[config.mk]
export PLATFORM = sky130hd
export DESIGN_NAME = frame_draw_scheduler
export DESIGN_NICKNAME = d
export VERILOG_FILES = /design/src/rtl/frame_draw_scheduler_pkg.sv /design/src/rtl/frame_tick_gen.sv /design/src/rtl/frame_draw_scheduler.sv
export SDC_FILE = /design/constraint.sdc
export NUM_CORES = 1
export LEC_CHECK = 0
export ABC_AREA = 1
export BUFFER_PORTS_ARGS = -buffer_cell sky130_fd_sc_hd__clkbuf_2
export CELL_PAD_IN_SITES_DETAIL_PLACEMENT = 1
export CELL_PAD_IN_SITES_GLOBAL_PLACEMENT = 2
export CORE_MARGIN = 2
export CORE_UTILIZATION = 30
export DETAILED_ROUTE_END_ITERATION = 7
export PLACE_DENSITY_LB_ADDON = 0.1
export RECOVER_POWER = 25
export SYNTH_ARGS = -nofsm -noshare
export SYNTH_HDL_FRONTEND = slang
export SYNTH_SLANG_ARGS = --single-unit
[constraint.sdc]
create_clock -name clk -period 3.69 [get_ports clk]
set_clock_uncertainty 0.15 [all_clocks]
set_input_delay 0.5535 -clock clk [delete_from_list [all_inputs] [get_ports clk]]
set_output_delay 0.5535 -clock clk [all_outputs]
set_load 0.05 [all_outputs]
[src/rtl/frame_draw_scheduler_pkg.sv]
// frame_draw_scheduler_pkg: FSM state encoding, pixel colours and play-area geometry shared with the game datapath.
package frame_draw_scheduler_pkg;
  typedef enum logic [2:0] {
    S_IDLE, S_WAIT, S_STEP, S_FETCH, S_WALL, S_DUDE, S_BORDER, S_DONE
  } state_e;
  localparam logic [2:0] WALL_ON  = 3'b111;
  localparam logic [2:0] WALL_OFF = 3'b000;
  localparam logic [2:0] DUDE     = 3'b100;
  localparam logic [2:0] BORDER   = 3'b010;
  localparam int TICK_DIV_DEF = 833333;
  localparam int WALL_W_DEF   = 120;
  localparam int WALL_H_DEF   = 100;
  localparam int X_OFF_DEF    = 20;
  localparam int Y_OFF_DEF    = 10;
  localparam int DUDE_W_DEF   = 4;
  localparam int DUDE_H_DEF   = 6;
endpackage

[src/rtl/frame_tick_gen.sv]
// frame_tick_gen: divides clk down to a one-cycle frame tick; counter held at 0 while disabled.
module frame_tick_gen #(
  parameter int TICK_DIV = 833333
) (
  input  logic clk,
  input  logic resetn,
  input  logic en_i,
  output logic tick_o
);
  localparam int W = $clog2(TICK_DIV);
  localparam logic [W-1:0] LAST = W'(TICK_DIV - 1);
  logic [W-1:0] cnt_q, cnt_d;
  assign tick_o = en_i && cnt_q == LAST;
  // next count: wrap on tick, otherwise increment
  always_comb cnt_d = tick_o ? '0 : cnt_q + 1'b1;
  // counter register, synchronously cleared by reset or disable
  always_ff @(posedge clk) begin
    if (!resetn || !en_i) cnt_q <= '0;
    else cnt_q <= cnt_d;
  end
endmodule

[src/rtl/frame_draw_scheduler.sv]
// frame_draw_scheduler: per-frame sequencer -- tick, datapath step handshake, then wall/sprite pixel stream to vga_adapter.
// Define DRAW_BORDER_EN to add a play-area outline pass after the sprite.
module frame_draw_scheduler
  import frame_draw_scheduler_pkg::*;
#(
  parameter int TICK_DIV = TICK_DIV_DEF,
  parameter int WALL_W   = WALL_W_DEF,
  parameter int WALL_H   = WALL_H_DEF,
  parameter int X_OFF    = X_OFF_DEF,
  parameter int Y_OFF    = Y_OFF_DEF,
  parameter int DUDE_W   = DUDE_W_DEF,
  parameter int DUDE_H   = DUDE_H_DEF
) (
  input  logic              clk,
  input  logic              resetn,
  input  logic              ingame_i,
  output logic              step_req_o,
  input  logic              step_done_i,
  output logic [6:0]        wall_addr_o,
  input  logic [WALL_H-1:0] wall_col_i,
  input  logic [6:0]        dude_x_i,
  input  logic [7:0]        dude_y_i,
  output logic [7:0]        vga_x_o,
  output logic [6:0]        vga_y_o,
  output logic [2:0]        vga_colour_o,
  output logic              vga_plot_o,
  output logic              busy_o,
  output logic              overrun_o
);
  localparam logic [6:0] COL_LAST = 7'(WALL_W - 1);
  localparam logic [6:0] ROW_LAST = 7'(WALL_H - 1);
  localparam logic [3:0] I_LAST   = 4'(DUDE_W - 1);
  localparam logic [3:0] J_LAST   = 4'(DUDE_H - 1);
  localparam logic [8:0] XO = 9'(X_OFF);
  localparam logic [8:0] YO = 9'(Y_OFF);
  localparam logic [8:0] WW = 9'(WALL_W);
  localparam logic [8:0] WH = 9'(WALL_H);
`ifdef DRAW_BORDER_EN
  localparam logic [8:0] TW     = 9'(WALL_W + 2);
  localparam logic [8:0] TW2    = 9'(2 * (WALL_W + 2));
  localparam logic [8:0] TW2H   = 9'(2 * (WALL_W + 2) + WALL_H);
  localparam logic [8:0] K_LAST = 9'(2 * (WALL_W + 2) + 2 * WALL_H - 1);
  logic [8:0] k_q, k_d;
`endif
  state_e     state_q, state_d;
  logic [6:0] col_q, col_d, row_q, row_d, dx_q, dx_d;
  logic [7:0] dy_q, dy_d, vga_x_q, vga_x_d;
  logic [3:0] i_q, i_d, j_q, j_d;
  logic [6:0] vga_y_q, vga_y_d;
  logic [2:0] vga_colour_q, vga_colour_d;
  logic       vga_plot_q, vga_plot_d, overrun_q, overrun_d, tick;
  frame_tick_gen #(.TICK_DIV(TICK_DIV)) u_tick (
    .clk(clk), .resetn(resetn), .en_i(ingame_i), .tick_o(tick)
  );
  assign step_req_o   = state_q == S_STEP;
  assign busy_o       = !(state_q == S_IDLE || state_q == S_WAIT);
  assign wall_addr_o  = col_q;
  assign vga_x_o      = vga_x_q;
  assign vga_y_o      = vga_y_q;
  assign vga_colour_o = vga_colour_q;
  assign vga_plot_o   = vga_plot_q;
  assign overrun_o    = overrun_q;
  // next state, scan counters and the pixel for the slot being processed this cycle
  always_comb begin
    state_d = state_q;
    col_d = col_q;
    row_d = row_q;
    i_d = i_q;
    j_d = j_q;
    dx_d = dx_q;
    dy_d = dy_q;
`ifdef DRAW_BORDER_EN
    k_d = k_q;
`endif
    vga_x_d = vga_x_q;
    vga_y_d = vga_y_q;
    vga_colour_d = vga_colour_q;
    vga_plot_d = 1'b0;
    overrun_d = overrun_q | (tick & busy_o);
    case (state_q)
      S_IDLE:  state_d = S_WAIT;
      S_WAIT:  state_d = tick ? S_STEP : S_WAIT;
      S_STEP: begin
        if (step_done_i) begin
          state_d = S_FETCH;
          col_d = '0;
          dx_d = dude_x_i;
          dy_d = dude_y_i;
        end
      end
      S_FETCH: begin
        state_d = S_WALL;
        row_d = '0;
      end
      S_WALL: begin
        vga_x_d = 8'(XO + {2'b0, col_q});
        vga_y_d = 7'(YO + {2'b0, row_q});
        vga_colour_d = wall_col_i[row_q] ? WALL_ON : WALL_OFF;
        vga_plot_d = 1'b1;
        row_d = row_q + 7'd1;
        if (row_q == ROW_LAST) begin
          state_d = col_q == COL_LAST ? S_DUDE : S_FETCH;
          col_d = col_q == COL_LAST ? col_q : col_q + 7'd1;
          i_d = '0;
          j_d = '0;
        end
      end
      S_DUDE: begin
        vga_x_d = 8'(XO + {2'b0, dx_q} + {5'b0, i_q});
        vga_y_d = 7'(YO + {1'b0, dy_q} + {5'b0, j_q});
        vga_colour_d = DUDE;
        vga_plot_d = ({2'b0, dx_q} + {5'b0, i_q} < WW) && ({1'b0, dy_q} + {5'b0, j_q} < WH);
        j_d = j_q + 4'd1;
        if (j_q == J_LAST) begin
          j_d = '0;
          i_d = i_q + 4'd1;
`ifdef DRAW_BORDER_EN
          k_d = '0;
          if (i_q == I_LAST) state_d = S_BORDER;
`else
          if (i_q == I_LAST) state_d = S_DONE;
`endif
        end
      end
`ifdef DRAW_BORDER_EN
      S_BORDER: begin
        vga_x_d = k_q < TW ? 8'(XO - 9'd1 + k_q) : k_q < TW2 ? 8'(XO - 9'd1 + k_q - TW) :
                  k_q < TW2H ? 8'(XO - 9'd1) : 8'(XO + WW);
        vga_y_d = k_q < TW ? 7'(YO - 9'd1) : k_q < TW2 ? 7'(YO + WH) :
                  k_q < TW2H ? 7'(YO + k_q - TW2) : 7'(YO + k_q - TW2H);
        vga_colour_d = BORDER;
        vga_plot_d = 1'b1;
        k_d = k_q + 9'd1;
        if (k_q == K_LAST) state_d = S_DONE;
      end
`endif
      S_DONE:  state_d = S_WAIT;
      default: state_d = S_IDLE;
    endcase
    if (!ingame_i) begin
      state_d = S_IDLE;
      vga_plot_d = 1'b0;
    end
  end
  // state, counters, latched sprite position and registered pixel outputs
  always_ff @(posedge clk) begin
    if (!resetn) begin
      state_q <= S_IDLE;
      col_q <= '0;
      row_q <= '0;
      i_q <= '0;
      j_q <= '0;
      dx_q <= '0;
      dy_q <= '0;
`ifdef DRAW_BORDER_EN
      k_q <= '0;
`endif
      vga_x_q <= '0;
      vga_y_q <= '0;
      vga_colour_q <= '0;
      vga_plot_q <= 1'b0;
      overrun_q <= 1'b0;
    end else begin
      state_q <= state_d;
      col_q <= col_d;
      row_q <= row_d;
      i_q <= i_d;
      j_q <= j_d;
      dx_q <= dx_d;
      dy_q <= dy_d;
`ifdef DRAW_BORDER_EN
      k_q <= k_d;
`endif
      vga_x_q <= vga_x_d;
      vga_y_q <= vga_y_d;
      vga_colour_q <= vga_colour_d;
      vga_plot_q <= vga_plot_d;
      overrun_q <= overrun_d;
    end
  end
endmodule
==> impl_metrics.yaml, run 1 <==
status:
  status: "finished clean"
worst_setup_path:
  cp_data_required_time_ns: 3.76
  endpoint_kind: "register"
  crit_slowest_cell: "dfxtp_1"
  path_max_fanout: 17
  worst-path-buf-inv: 2
  crit_chain: "inv_2 -> nor2_4 -> inv_2 -> nor2_4 -> o21ai_2 -> nor2_4 -> nand2_2 -> nor2_2 -> nand2_1 -> xor2_1 -> nor2_1"
  crit_path_frequent_cell: "nor2_4"
  worst-setup-path-type: "reg2reg"
  critPathLaunchType: "register"
  cpPeakStageDelay_ns: 0.44
  arrival_ns: 2.58
  crit_family: "simple AND/OR/NAND/NOR gates"
run:
  maxCapViolCount: 0
finish:
  antenna_cells: 0
  layout_commonest_cell: "nand2_1"
  layout.cells.non_filler: 1270
  fin_nets: 1185
  final_core_util_pct: 37.04
  drive_gt1_share_pct: 17.47
  area_delta_synth_final_pct: 21.76
  mostFrequentLayoutCells: "nand2_1, clkbuf_2, inv_1, nor2_1, nand3_1"
  design_area_mm2: 0.006883
routing:
  routed_wl_mm: 19.27
  drtIter0Drc: 179
  num_vias: 6172
  first_pass_iters: 4
  routedWlPerCell_um: 15.17
  viasPerCell: 4.860
  ant_nets: 0
  drc: 0
global_routing:
  grt-ovfl-total: 0
  grt_max_degree: 55
  grt_pass1_wl_mm: 31.69
  grt_pass1_vias: 6203
  antenna_found_initial: 0
  track_usage_pct: 19.48
sta:
  rsz0062_at_grt: "no"
  hold_violations: 0
  fmax_mhz: 398.3
  setup_tns_ns: 0
  setup_viol: 0
  fin_crit_sh_pct: 68.04
  worstMarginPinSlew_ns: 0.8375
  period_needed_ns: 2.511
  finalMaxSlewViolations: 0
  slew-limit-headroom_pct: 44.09
placement:
  portBuffers: 147
  dp_hpwl_mm: 14.71
  place_area_mm2: 0.006593
  dp_cells: 1254
  gp_congestion: 0.7710
logic_synthesis:
  syn_area_mm2: 0.005653
  synth_seq_cells: 79
  synth_top_area_share_pct: 27.98
  yosys.area.top_type: "dfxtp_1"
  syn_inst: 899
  synth_nets: 1053
  yosys-top-cells-area: "dfxtp_1, nand2_1, nand3_1, inv_1, ha_1"
  yosysSeqAreaShare_pct: 27.98
  syn_avg_cell_area_um2: 6.288
  ys_types: 44
  ys_warn_count: 0
clock_tree:
  cts_resized: 0
  tritoncts: "built"
  clkTransAtPathRegs_ns: 0.06
  h-tree-depth: 3
  worst_skew_pair.late_latency_ns: 0.34
  cts_buffer_depth: 2
  ctsHoldBuffers: 0
  cts_setup_buffers: 0
  cts_made_buffers: 9
  cts.sinks: 79
  cts_root_buf: "clkbuf_16"
die:
  initial_utilization_pct: 30.42
  io-pin-count: 148
  row_count: 50
  die_h_um: 141.3
  core_area_mm2: 0.01858
  die_w_um: 141.3
  die_area_mm2: 0.01996
power:
  power_switching_w: 0.0004352
  peakVddDrop_mv: 0.1944
  comb_power_share_pct: 6.8
  p_leak_nw: 3.108
  power.share.sequential_pct: 43.6
  clkPwrFrac_pct: 49.6
  power.internal_w: 0.001529
  swShare_pct: 22.15
  p_per_area_mw_per_mm2: 285.4
min_path:
  hold_path_class: "reg2reg"
==> kinds of logic after synthesis <==
family / synth area share [%]
AOI/OAI and AO/OA: 15.47
xor gates and xnor gates: 2.479
adders and majority gates: 8.411
buffers and inverters: 10.85
DFF: 27.98
and+or+nand+nor: 34.82
==> synth_stat cells (all sizes together) <==
library cell	n
nand2	219
inv	122
nor2	100
nand3	86
dfxtp	79
a21oi	64
o21ai	64
ha	30
nor3	21
clkbuf	20
xor2	15
buf	13
nand4	10
or2	8
a31oi	7
o211ai	6
fa	5
a211oi	4
nor3b	4
o31ai	4
clkinv	3
nor4	3
o22ai	3
o21a	2
o21bai	2
a32oi	1
nand2b	1
o2111ai	1
o221a	1
xnor2	1
==> state kept, by name, summed over array words and instances (netlist names), 2 cells and up <==
register / flops
dy_q: 8
dx_q: 7
state_q: 3
row_q: 7
vga_x_o: 8
vga_y_o: 7
j_q: 4
wall_addr_o: 7
vga_colour_o: 2
i_q: 4
u_tick.cnt_q: 20
==> metrics by stage <==
| stage | total power [W] | hold WS, ns | setup slack, ns |
|---|---|---|---|
| finish | 0.001965 | 0.3070 | 1.179 |
| CTS | 0.002001 | 0.3067 | 1.166 |
| global route | 0.002053 | 0.3134 | 0.8886 |
| detailed placement | 0.001009 | 0.3073 | 1.176 |
| global placement | 0.001009 | 0.2817 | 1.222 |
| floorplan | 0.0009260 | 0.2673 | 1.531 |
==> worst paths after layout <==
kind,start,to,slack [ns],cells past startpoint
max,state_q[2]$_SDFFE_PN0P_,wall_addr_o[6]$_SDFFE_PN0P_,1.18,11
min,u_tick.cnt_q[0]$_SDFF_PP0_,u_tick.cnt_q[0]$_SDFF_PP0_,0.31,1
max reg2reg,state_q[2]$_SDFFE_PN0P_,wall_addr_o[6]$_SDFFE_PN0P_,1.18,11
min reg2reg,u_tick.cnt_q[0]$_SDFF_PP0_,u_tick.cnt_q[0]$_SDFF_PP0_,0.31,1
==> routing by layer <==
layer	global-route usage [%]	up-vias	share of wire, %	routed length, um
li1	-	3175	-	-
met1	27.11	2901	50	9730
met2	32.19	88	45	8735
met3	3.206	8	3.5	665
met4	3.526	0	0.73	140
met5	0	-	0	0
==> power groups by stage <==
| stage | combinational (W) | clock, W | sequential, W |
|---|---|---|---|
| 2_1_floorplan | 0.0000511 | 0 | 0.000875 |
| 3_3_place_gp | 0.000134 | 0 | 0.000876 |
| 3_5_place_dp | 0.000134 | 0 | 0.000876 |
| 4_1_cts | 0.000135 | 0.00101 | 0.000856 |
| 5_1_grt | 0.000152 | 0.00104 | 0.000856 |
| 6_report | 0.000133 | 0.000975 | 0.000856 |
==> layout make-up <==
cell class,instances,area (um2)
clock buffers,10,239.0
inverters,125,470.5
repair buffers,154,755.7
well taps,234,292.8
flip-flops and latches,79,1583
multi-input cells,662,3458
fillers,2467,11700
clock inverters,6,83.83
(Power assumes the default switching activity.)
==> run 2, diff against run 1 <==
--- a/config.mk
+++ b/config.mk
@@ -10,7 +10,7 @@
 export CELL_PAD_IN_SITES_DETAIL_PLACEMENT = 1
 export CELL_PAD_IN_SITES_GLOBAL_PLACEMENT = 2
 export CORE_MARGIN = 2
-export CORE_UTILIZATION = 30
+export CORE_UTILIZATION = 25
 export DETAILED_ROUTE_END_ITERATION = 7
 export PLACE_DENSITY_LB_ADDON = 0.1
 export RECOVER_POWER = 25
==> constraint.sdc (replaced) <==
create_clock -name clk -period 2.13 [get_ports clk]
set_clock_uncertainty 0.15 [all_clocks]
set_input_delay 0.3195 -clock clk [delete_from_list [all_inputs] [get_ports clk]]
set_output_delay 0.3195 -clock clk [all_outputs]
set_load 0.05 [all_outputs]
==> run 2 against run 1 <==
  * Critical path depth is 1 higher
  * Clock power increased by 64%
  * Cell count is 8.7% higher
  * Worst setup slack worse by 1.1 ns
  * Sequential share of layout area decreased by 1.9 points
  * Register-to-register slack lost 1.1 ns
  * Via count grew 2.1%
  * Largest power group unchanged
  * Highest routed layer unchanged
==> impl_metrics.yaml, run 2 (same netlist as run 1, synthesis figures left out) <==
sta:
  rsz0062_at_grt: "yes"
  slew-limit-headroom_pct: 56.55
  setup_viol: 0
  worstMarginPinSlew_ns: 0.6545
  fin_crit_sh_pct: 97.77
  finalMaxSlewViolations: 0
  hold_violations: 0
  setup_tns_ns: 0
  fmax_mhz: 480.2
  fin_hold_ws_ns: 0.07280
  period_needed_ns: 2.083
  fin_ws_ns: 0.04745
power:
  clkPwrFrac_pct: 48.2
  power.share.sequential_pct: 44.6
  power_switching_w: 0.0008848
  p_leak_nw: 3.423
  power.internal_w: 0.002432
  peakVddDrop_mv: 0.3202
  swShare_pct: 26.68
  comb_power_share_pct: 7.2
  p_per_area_mw_per_mm2: 438.1
finish:
  area_delta_synth_final_pct: 33.93
  fin_nets: 1244
  largest_reg_flops: 20
  layout_commonest_cell: "nand2_1"
  antenna_cells: 0
  design_area_mm2: 0.007571
  drive_gt1_share_pct: 26.03
  mostFrequentLayoutCells: "nand2_1, clkbuf_2, inv_1, nand3_1, nor2_1"
  layout.cells.non_filler: 1380
  top_register: "u_tick.cnt_q"
worst_setup_path:
  rrSetupSlack_ns: 0.05
  r2r-start: "dy_q[2]$_SDFFE_PN0P_"
  critPathLaunchType: "register"
  arrival_ns: 2.22
  critPathLaunch: "dy_q[2]$_SDFFE_PN0P_"
  worst-setup-path-type: "reg2reg"
  cp_data_required_time_ns: 2.27
  r2r_cells: 12
  cp-endpoint: "vga_y_o[6]$_SDFFE_PN0P_"
  r2r-end: "vga_y_o[6]$_SDFFE_PN0P_"
  endpoint_kind: "register"
  path_max_fanout: 3
die:
  die_h_um: 154.4
  die_area_mm2: 0.02383
  core_area_mm2: 0.02243
  io-pin-count: 148
  die_w_um: 154.4
  initial_utilization_pct: 25.20
  row_count: 55
clock_tree:
  h-tree-depth: 3
  clkTransAtPathRegs_ns: 0.07
  cts.sinks: 79
  cts_buffer_depth: 2
  ctsHoldBuffers: 0
  cts_made_buffers: 9
  tritoncts: "built"
  worst_skew_pair.late_latency_ns: 0.35
  cts_root_buf: "clkbuf_16"
placement:
  place_area_mm2: 0.007093
  dp_hpwl_mm: 16.02
  dp_cells: 1356
  portBuffers: 147
  pre_cts_ws_ns: -0.1046
  gp_congestion: 0.7588
min_path:
  hold_path_class: "in2reg"
routing:
  routedWlPerCell_um: 14.78
  drtIter0Drc: 246
  ant_nets: 0
  first_pass_iters: 4
  routed_wl_mm: 20.40
  viasPerCell: 4.568
  drc: 0
  num_vias: 6304
global_routing:
  grt_pass1_vias: 6499
  grt-ovfl-total: 0
  grt_util_met1_pct: 22.72
  track_usage_pct: 17.22
  use_met2_pct: 29.81
  grtUsageMet3_pct: 2.690
  grt_pass1_wl_mm: 33.11
  grt_max_degree: 52
  antenna_found_initial: 0
  busiest_layer: "met2"
run:
  maxCapViolCount: 0
status:
  status: "finished clean"
## run 2: changes by cell type in the layout (fill, tap and decap cells not counted), sizes merged
cell / change
buf: +58
bufinv: -2
clkinv: -2
inv: +5
## run 2: layout make-up
type                    instances  area, um2
multi-input cells             662       3591
clock inverters                 7      73.82
flip-flops and latches         79       1600
clock buffers                   9      225.2
repair buffers                213       1251
fillers                      2907      14860
inverters                     125      473.0
well taps                     285      356.6
## run 2: critical path, cell delays in order (launching register included)
cell,delay [ns]
dfxtp_4,0.39
ha_4,0.14
inv_2,0.03
fa_1,0.49
inv_1,0.04
o21ai_1,0.12
inv_1,0.06
nand2_1,0.07
nand2_2,0.06
a21oi_2,0.14
xor2_1,0.15
nand2_1,0.08
a21oi_2,0.11
## run 2: how the worst min path moves through the flow
stage,from,endpoint,slack [ns],depth (start not counted)
after global routing,dude_x_i[3],dx_q[3]$_SDFFE_PN0P_,0.09,3
after floorplan,u_tick.cnt_q[0]$_SDFF_PP0_,u_tick.cnt_q[0]$_SDFF_PP0_,0.27,1
after global placement,overrun_o$_SDFF_PN0_,overrun_o$_SDFF_PN0_,0.29,2
after CTS,dude_x_i[3],dx_q[3]$_SDFFE_PN0P_,0.06,3
after detailed placement,overrun_o$_SDFF_PN0_,overrun_o$_SDFF_PN0_,0.30,2
final,dude_x_i[3],dx_q[3]$_SDFFE_PN0P_,0.07,3
## run 2: per-stage QoR
stage	total power, W	utilization (%)
6_report	0.003317	33.75
5_1_grt	0.003470	33.75
4_1_cts	0.003397	33.05
3_5_place_dp	0.001760	31.62
3_3_place_gp	0.001760	31.62
2_1_floorplan	0.001604	-
## run 2: per-layer routing
metal	up-vias	share of wire, %
li1	3296	-
met1	2902	49
met2	89	47
met3	17	3.0
met4	0	1.2
met5	-	0
## run 2: what timing repair did
item                                    in CTS  in global routing
pin swaps                                    1                 20
endpoints found under the setup margin       5                 12
buffers inserted                             0                  8
gates resized for setup                     10                 41
## run 2: power groups by stage
stage / Sequential, W / Combinational, W / Clock [W]
2_1_floorplan: 0.00152 / 0.0000885 / 0
5_1_grt: 0.00148 / 0.000272 / 0.00172
3_5_place_dp: 0.00152 / 0.000244 / 0
6_report: 0.00148 / 0.000240 / 0.00160
4_1_cts: 0.00148 / 0.000246 / 0.00167
3_3_place_gp: 0.00152 / 0.000243 / 0
